===== src/rtl/cache_tag_assoc_if.sv =====
// rtl/cache_tag_assoc_if.sv - request/response bundle for the set-associative tag engine
//
// Purpose: groups the request handshake and the lookup response of
// cache_tag_assoc so both sides share one parameterised type.
// Signals:
//   req_valid/req_ready  request handshake (requester -> engine)
//   req_addr [ADDR_W]    address: tag | index | byte offset
//   req_op   [2]         00 lookup, 01 lookup+allocate, 10 invalidate, 11 flush
//   resp_valid           one-cycle response pulse
//   resp_hit             tag matched a valid way before any update
//   resp_way [WAY_W]     hit way, else allocated way, else 0
//   resp_evict           allocation replaced a valid line
//   resp_evict_tag       tag of the replaced line, else 0
// Modports: master = requester, slave = engine.
interface cache_tag_assoc_if #(
  parameter int ADDR_W   = 32,
  parameter int OFFSET_W = 2,
  parameter int INDEX_W  = 6,
  parameter int WAYS     = 2
);
  localparam int WAY_W = (WAYS > 1) ? $clog2(WAYS) : 1;
  localparam int TAG_W = ADDR_W - INDEX_W - OFFSET_W;

  logic              req_valid;
  logic              req_ready;
  logic [ADDR_W-1:0] req_addr;
  logic [1:0]        req_op;
  logic              resp_valid;
  logic              resp_hit;
  logic [WAY_W-1:0]  resp_way;
  logic              resp_evict;
  logic [TAG_W-1:0]  resp_evict_tag;

  modport master (
    output req_valid, req_addr, req_op,
    input  req_ready, resp_valid, resp_hit, resp_way, resp_evict, resp_evict_tag
  );

  modport slave (
    input  req_valid, req_addr, req_op,
    output req_ready, resp_valid, resp_hit, resp_way, resp_evict, resp_evict_tag
  );
endinterface


===== src/rtl/cache_tag_assoc.sv =====
// rtl/cache_tag_assoc.sv - N-way set-associative tag store and lookup engine
//
// Purpose: holds tags, valid bits and a round-robin pointer per set; serves
// lookup, lookup+allocate, line invalidate and whole-cache flush requests,
// one request per three cycles, with a one-cycle response pulse.
// Ports:
//   clk    rising-edge clock
//   rst_n  synchronous active-low reset; starts a full flush on release
//   bus    cache_tag_assoc_if.slave (request handshake + response fields)
module cache_tag_assoc #(
  parameter int ADDR_W   = 32,
  parameter int OFFSET_W = 2,
  parameter int INDEX_W  = 6,
  parameter int WAYS     = 2
) (
  input  logic                 clk,
  input  logic                 rst_n,
  cache_tag_assoc_if.slave     bus
);
  localparam int SETS  = 1 << INDEX_W;
  localparam int WAY_W = (WAYS > 1) ? $clog2(WAYS) : 1;
  localparam int TAG_W = ADDR_W - INDEX_W - OFFSET_W;

  localparam logic [1:0] OP_LOOKUP = 2'b00;
  localparam logic [1:0] OP_ALLOC  = 2'b01;
  localparam logic [1:0] OP_INVAL  = 2'b10;
  localparam logic [1:0] OP_FLUSH  = 2'b11;

  localparam logic [WAY_W-1:0] LAST_WAY = WAY_W'(WAYS - 1);

  typedef enum logic [1:0] {
    S_FLUSH,
    S_IDLE,
    S_LOOKUP,
    S_RESP
  } state_e;

  // Storage
  logic [WAYS-1:0]  valid_q [SETS];
  logic [TAG_W-1:0] tag_mem_q [SETS][WAYS];
  logic [WAY_W-1:0] ptr_q [SETS];

  // Control state and captured request
  state_e           state_q;
  logic [INDEX_W-1:0] flush_cnt_q;
  logic             flush_resp_q;
  logic [TAG_W-1:0] req_tag_q;
  logic [INDEX_W-1:0] req_idx_q;
  logic [1:0]       req_op_q;

  // Registered outputs
  logic             ready_q;
  logic             resp_valid_q;
  logic             resp_hit_q;
  logic [WAY_W-1:0] resp_way_q;
  logic             resp_evict_q;
  logic [TAG_W-1:0] resp_evict_tag_q;

  // Offset bits never take part in a lookup.
  logic unused_addr;
  assign unused_addr = &{1'b0, bus.req_addr};

  // Tag compare and free-way search over the captured set.
  logic             hit_d;
  logic [WAY_W-1:0] hit_way_d;
  logic             free_d;
  logic [WAY_W-1:0] free_way_d;
  logic [WAY_W-1:0] victim_way_d;
  logic [WAY_W-1:0] ptr_cur;
  logic [WAY_W-1:0] ptr_next;

  always_comb begin
    hit_d      = 1'b0;
    hit_way_d  = '0;
    free_d     = 1'b0;
    free_way_d = '0;
    // Scanning upward and latching the first match makes the lowest way win,
    // both for duplicate hits and for the invalid-first victim choice.
    for (int w = 0; w < WAYS; w++) begin
      if (!hit_d && valid_q[req_idx_q][w] && (tag_mem_q[req_idx_q][w] == req_tag_q)) begin
        hit_d     = 1'b1;
        hit_way_d = WAY_W'(w);
      end
      if (!free_d && !valid_q[req_idx_q][w]) begin
        free_d     = 1'b1;
        free_way_d = WAY_W'(w);
      end
    end
  end

  assign ptr_cur      = ptr_q[req_idx_q];
  assign ptr_next     = (ptr_cur == LAST_WAY) ? '0 : ptr_cur + 1'b1;
  assign victim_way_d = free_d ? free_way_d : ptr_cur;

  // Array updates happen only at the end of RESP (or per set in FLUSH);
  // a reset edge suppresses them so an aborted request leaves no trace.
  logic fill_en;
  logic inval_en;
  assign fill_en  = rst_n && (state_q == S_RESP) && (req_op_q == OP_ALLOC) && !resp_hit_q;
  assign inval_en = rst_n && (state_q == S_RESP) && (req_op_q == OP_INVAL) && resp_hit_q;

  always_ff @(posedge clk) begin
    if (!rst_n) begin
      for (int s = 0; s < SETS; s++) begin
        ptr_q[s] <= '0;
      end
    end else if (state_q == S_FLUSH) begin
      valid_q[flush_cnt_q] <= '0;
      ptr_q[flush_cnt_q]   <= '0;
    end else if (fill_en) begin
      valid_q[req_idx_q][resp_way_q] <= 1'b1;
      // Pointer only advances when a valid line was displaced.
      if (resp_evict_q) begin
        ptr_q[req_idx_q] <= ptr_next;
      end
    end else if (inval_en) begin
      valid_q[req_idx_q][resp_way_q] <= 1'b0;
    end
  end

  always_ff @(posedge clk) begin
    if (fill_en) begin
      tag_mem_q[req_idx_q][resp_way_q] <= req_tag_q;
    end
  end

  // Main FSM with registered outputs.
  always_ff @(posedge clk) begin
    if (!rst_n) begin
      state_q          <= S_FLUSH;
      flush_cnt_q      <= '0;
      flush_resp_q     <= 1'b0;
      req_tag_q        <= '0;
      req_idx_q        <= '0;
      req_op_q         <= OP_LOOKUP;
      ready_q          <= 1'b0;
      resp_valid_q     <= 1'b0;
      resp_hit_q       <= 1'b0;
      resp_way_q       <= '0;
      resp_evict_q     <= 1'b0;
      resp_evict_tag_q <= '0;
    end else begin
      resp_valid_q <= 1'b0;
      case (state_q)
        S_FLUSH: begin
          if (flush_cnt_q == '1) begin
            state_q      <= S_IDLE;
            ready_q      <= 1'b1;
            resp_valid_q <= flush_resp_q;
            flush_resp_q <= 1'b0;
          end else begin
            flush_cnt_q <= flush_cnt_q + 1'b1;
          end
        end
        S_IDLE: begin
          if (bus.req_valid && ready_q) begin
            ready_q   <= 1'b0;
            req_tag_q <= bus.req_addr[ADDR_W-1 -: TAG_W];
            req_idx_q <= bus.req_addr[OFFSET_W +: INDEX_W];
            req_op_q  <= bus.req_op;
            if (bus.req_op == OP_FLUSH) begin
              state_q          <= S_FLUSH;
              flush_cnt_q      <= '0;
              flush_resp_q     <= 1'b1;
              resp_hit_q       <= 1'b0;
              resp_way_q       <= '0;
              resp_evict_q     <= 1'b0;
              resp_evict_tag_q <= '0;
            end else begin
              state_q <= S_LOOKUP;
            end
          end
        end
        S_LOOKUP: begin
          state_q      <= S_RESP;
          resp_valid_q <= 1'b1;
          resp_hit_q   <= hit_d;
          if (hit_d) begin
            resp_way_q <= hit_way_d;
          end else if (req_op_q == OP_ALLOC) begin
            resp_way_q <= victim_way_d;
          end else begin
            resp_way_q <= '0;
          end
          // Eviction only when allocating on a miss into a full set.
          if ((req_op_q == OP_ALLOC) && !hit_d && !free_d) begin
            resp_evict_q     <= 1'b1;
            resp_evict_tag_q <= tag_mem_q[req_idx_q][victim_way_d];
          end else begin
            resp_evict_q     <= 1'b0;
            resp_evict_tag_q <= '0;
          end
        end
        S_RESP: begin
          state_q          <= S_IDLE;
          ready_q          <= 1'b1;
          resp_hit_q       <= 1'b0;
          resp_way_q       <= '0;
          resp_evict_q     <= 1'b0;
          resp_evict_tag_q <= '0;
        end
        default: begin
          state_q <= S_FLUSH;
        end
      endcase
    end
  end

  assign bus.req_ready      = ready_q;
  assign bus.resp_valid     = resp_valid_q;
  assign bus.resp_hit       = resp_hit_q;
  assign bus.resp_way       = resp_way_q;
  assign bus.resp_evict     = resp_evict_q;
  assign bus.resp_evict_tag = resp_evict_tag_q;
endmodule


===== src/flat_wrapper.sv =====
// flat-port wrapper written by rule: the top's interface ports become plain ports
module cache_tag_assoc_flat 
#(
  parameter int ADDR_W   = 32,
  parameter int OFFSET_W = 2,
  parameter int INDEX_W  = 6,
  parameter int WAYS     = 2
)
  (clk, rst_n, bus_req_valid, bus_req_addr, bus_req_op, bus_req_ready, bus_resp_valid, bus_resp_hit, bus_resp_way, bus_resp_evict, bus_resp_evict_tag);
  cache_tag_assoc_if #(.ADDR_W(ADDR_W), .OFFSET_W(OFFSET_W), .INDEX_W(INDEX_W), .WAYS(WAYS)) bus_i ();
  input  logic clk;
  input  logic rst_n;
  input wire logic [$bits(bus_i.req_valid)-1:0] bus_req_valid;
  input wire logic [$bits(bus_i.req_addr)-1:0] bus_req_addr;
  input wire logic [$bits(bus_i.req_op)-1:0] bus_req_op;
  output wire logic [$bits(bus_i.req_ready)-1:0] bus_req_ready;
  output wire logic [$bits(bus_i.resp_valid)-1:0] bus_resp_valid;
  output wire logic [$bits(bus_i.resp_hit)-1:0] bus_resp_hit;
  output wire logic [$bits(bus_i.resp_way)-1:0] bus_resp_way;
  output wire logic [$bits(bus_i.resp_evict)-1:0] bus_resp_evict;
  output wire logic [$bits(bus_i.resp_evict_tag)-1:0] bus_resp_evict_tag;
  assign bus_i.req_valid = bus_req_valid;
  assign bus_i.req_addr = bus_req_addr;
  assign bus_i.req_op = bus_req_op;
  assign bus_req_ready = bus_i.req_ready;
  assign bus_resp_valid = bus_i.resp_valid;
  assign bus_resp_hit = bus_i.resp_hit;
  assign bus_resp_way = bus_i.resp_way;
  assign bus_resp_evict = bus_i.resp_evict;
  assign bus_resp_evict_tag = bus_i.resp_evict_tag;
  cache_tag_assoc #(.ADDR_W(ADDR_W), .OFFSET_W(OFFSET_W), .INDEX_W(INDEX_W), .WAYS(WAYS)) u_core (.clk(clk), .rst_n(rst_n), .bus(bus_i));
endmodule

===== config.mk =====
export PLATFORM = sky130hd
export DESIGN_NAME = cache_tag_assoc_flat
export DESIGN_NICKNAME = d
export VERILOG_FILES = /design/src/rtl/cache_tag_assoc_if.sv /design/src/rtl/cache_tag_assoc.sv /design/src/flat_wrapper.sv
export SDC_FILE = /design/constraint.sdc
export NUM_CORES = 2
export LEC_CHECK = 0
export BUFFER_PORTS_ARGS = -buffer_cell sky130_fd_sc_hd__buf_4
export CORE_MARGIN = 2
export CORE_UTILIZATION = 33
export CTS_CLUSTER_SIZE = 8
export DETAILED_ROUTE_END_ITERATION = 10
export MAX_ROUTING_LAYER = met4
export PLACE_DENSITY = 0.48
export SLEW_MARGIN = 10
export SYNTH_ARGS = -nofsm -noshare
export SYNTH_HDL_FRONTEND = slang
export SYNTH_SLANG_ARGS = --single-unit

===== constraint.sdc =====
create_clock -name clk -period 5.6 [get_ports clk]
set_clock_uncertainty 0.15 [all_clocks]
set_input_delay 0 -clock clk [delete_from_list [all_inputs] [get_ports clk]]
set_output_delay 0 -clock clk [all_outputs]
set_load 0.01 [all_outputs]

==> summary.md <==
| Metric | Value |
|---|---|
| Peak Freq | 182 MHz |
| Post-synth EDFFs | 3200 |
| CTS buffer count | 455 |
| Slew HR | 9.69% |
| Max_cap viols | 0 |
| Crit path max fanout | 45 |
| RR Endpoint | u_core.bus.resp_evict_tag[20] |
| Synthesized instance count | 6821 |
| HP Start | rst_n |
| CTS H-Tree Depth | 5 |
| Ports | 66 |
| Worst-margin pin slew | 1350 ps |
| Worst path slowest cell | dfxtp_4 |
| Max Slew Vio Count | 0 |
| Power Dens Cells | 333 nW/µm² |
| Share of the synthesized area in the top cell type | 73.0% |
| Global-route wire length before repair | 636 mm |
| DRC violations left | 0 |
| Final Cell Area | 156000 µm² |
| Outcome | complete, no violations |
| Synth cell count leaders | 3200 x edfxtp_1, 619 x mux4_2, 528 x mux2i_1 |
| Final #Nets | 7637 |
| GPL Wtd Cong | 0.958 |
| Synth Flop Type | edfxtp_1 |
| Initial DRC Count | 10400 |
| Crit-path cells | buf_12 > buf_4 > mux4_2 > o21ai_0 > a211oi_1 > nor4_2 > buf_4 > a21oi_4 > nor3_1 > a21oi_1 > o31ai_1 |
| Synth warn | 0 |
| CTS tree | done |
| Worst vdd ir | 0.260 mV |
| Largest incremental delay on the critical path | 820 ps |
| Unique masters post-synth | 86 |
| Area of the multi-input gates | 31400 µm² |
| Family with the most delay on the worst path | compound AO/OA/AOI/OAI gates |
| Min-Delay Path Class | primary input to flip-flop |
| Setup WS pre-CTS | 59.6 ps |
| # port buffers | 63 |
| FFs w/ async S/R, synth | 0% |
| Die Height | 636 µm |
| Hold-critical path endpoint | u_core.bus.resp_evict_tag[9] |
| FP Rows | 231 |
| Starting Density | 33.2% |
| Clock root cell | clkbuf_16 |
| P&R area growth vs syn | 18.4% |
| Syn_area_per_cell | 19.3 µm² |
| Yosys reg bits | 3340 |
| Worst Hold Depth | 5 |
| Die area | 404000 µm² |
| Hold-fix buffer count after cts | 115 |
| Die Width | 636 µm |
| Crit end category | flip-flop |
| Antenna-violating nets left | 0 |
| # resized after CTS | 0 |
| Postcts setup bufs | 0 |
| Final wirelength | 475 mm |
| Most frequent CP cell | buf_4 |
| RSZ-0062 raised after global routing | no |
| Synth Net Count | 6864 |
| Sequential cell area fraction in the yosys report | 75.1% |
| Hold Slack | 120 ps |
| Final setup fails | 0 |
| Clk buf depth | 4 |
| Total GRT Usage | 23.6% |
| HPWL after DPL | 299 mm |
| Worst-skew pair later-pin latency | 990 ps |
| Hold Vio Cnt, Final | 0 |
| Arr. time, crit path | 6240 ps |
| Vias in the first global route | 72600 |
| Count leader, synth | edfxtp_1 |
| Crit Path Class | flip-flop to flip-flop |
| Final min period | 5490 ps |
| Reg clk slew, reported paths | 60 ps |
| Core Region | 397000 µm² |
| Fin util | 39.3% |
| Pre-antenna DRT Iters | 8 |
| Area post-placement | 142000 µm² |
| Mapped Area | 132000 µm² |
| Buf/Inv on CP | 3 |
| Vias | 74500 |
| Worst R2R Setup Slack | 110 ps |
| Initial antenna violation count | 34 |
| CP Launch Type | flip-flop |
| Pin count of the biggest net entering global routing | 133 |
| Share of post-route cells with drive strength above 1 | 25.5% |
| Leakage power | 55.3 nW |
| Final setup margin | 110 ps |
| FF-to-FF path depth | 11 |
| Register area | 99000 µm² |
| Via density | 5.74 |
| Filler cells | 35800 |
| Req. time, crit path | 6350 ps |
| Wirelength per Cell | 36.6 µm |
| Total grt overflow | 0 |
| Fin crit share | 98.0% |
| Top post-synthesis cells by area | edfxtp_1 73%, mux4_2 11%, mux2i_1 4.0%, dfxtp_1 2.1%, a22oi_1 1.2% |
| Clock sinks | 3340 |
| Top cell type by total area after synthesis | edfxtp_1 |
[final cells by class]
class	instances	share of cell area (%)
timing repair buffer	708	4.19
antenna	23	0.0369
tap	5242	4.21
clock buffer	554	7.60
clock inverter	22	0.257
sequential	3340	63.5
multi-input combinational	3070	20.2
inverter	19	0.0498
[cells by family after synthesis]
family | after synthesis | synth area share (%)
muxes | 1180 | 14.9
AOI/OAI and AO/OA | 759 | 4.09
adders and majority gates | 6 | 0.0570
xor gates and xnor gates | 38 | 0.253
and+or+nand+nor | 1087 | 3.79
DFF | 3340 | 75.1
buffers and inverters | 411 | 1.79
[power breakdown]
group          switching, W  leakage (nW)  internal, W  total (W)
logic              0.000105          11.2    0.0000732   0.000178
registers        0.00000501          38.1       0.0270     0.0270
clock network        0.0102          5.94       0.0146     0.0247
[per-layer routing]
metal	routed length, µm	track usage [%]	share of wire [%]	vias to the layer above
li1	-	-	-	29500
met1	195000	31.3	41	40500
met2	222000	36.5	47	3770
met3	38500	3.98	8.1	749
met4	19800	8.87	4.2	0
met5	0	-	0	-
[cell usage in the layout (no fill, tap or decap), types with 14 or more instances in the layout]
cell type,count
o21ai_0,92
o21ai_2,17
clkbuf_1,95
a32oi_1,14
buf_12,73
o31ai_1,52
mux4_2,619
clkbuf_16,459
mux2i_1,528
nand2_1,314
nor2_1,220
nand4_1,33
nor2b_1,28
a221oi_1,20
o22ai_1,77
nor2_4,112
inv_1,14
and3_1,23
dfxtp_1,110
xnor2_1,25
nor3_1,38
edfxtp_1,3200
buf_4,519
a21boi_0,35
a21oi_1,64
nand2b_1,32
a22oi_1,208
nor2_2,20
dfxtp_4,30
dlygate4sd3_1,115
a31oi_1,19
diode_2,23
mux2_2,33
nand3_1,154
o211ai_1,51
[worst reg2reg max path, delay by kind of cell, from the launching register on]
kind	cells	cell delay, ps
mux	1	650
flops	1	820
buf+inv	3	1160
compound gates	5	1330
simple gates	2	1280
[metrics by stage]
stage / total power (W) / setup TNS (ps) / instances
5_1_grt: 0.0533 / 0 / 13000
2_1_floorplan: 0.0275 / 0 / 6821
3_5_place_dp: 0.0276 / 0 / 12300
3_3_place_gp: 0.0276 / -46.8 / 12300
6_report: 0.0519 / 0 / 13000
4_1_cts: 0.0523 / 0 / 13000
[sequential cells by signal, summed over array words and instances, names as in the netlist, named ones only]
signal / count
u_core.bus.resp_valid: 1
u_core.flush_cnt_q: 6
u_core.req_idx_q: 6
u_core.tag_mem_q: 3072
u_core.bus.req_ready: 1
u_core.bus.resp_hit: 1
u_core.bus.resp_evict: 1
u_core.flush_resp_q: 1
u_core.req_op_q: 2
u_core.valid_q: 128
u_core.ptr_q: 64
u_core.bus.resp_evict_tag: 24
u_core.state_q: 2
u_core.bus.resp_way: 1
u_core.req_tag_q: 24
[worst max path at each step]
stage | slack, ps | end | cells past startpoint | start
after floorplan | 1480 | u_core.bus.resp_evict_tag[4] | 10 | u_core.req_tag_q[1]
after global placement | -20 | u_core.bus.resp_evict_tag[20] | 11 | flip-flop
after detailed placement | 60 | u_core.bus.resp_evict_tag[13] | 11 | flip-flop
after CTS | 60 | u_core.bus.resp_evict_tag[13] | 11 | flip-flop
after global routing | 90 | u_core.bus.resp_evict_tag[20] | 11 | flip-flop
final | 110 | u_core.bus.resp_evict_tag[20] | 11 | flip-flop
(Power assumes the default switching activity.)
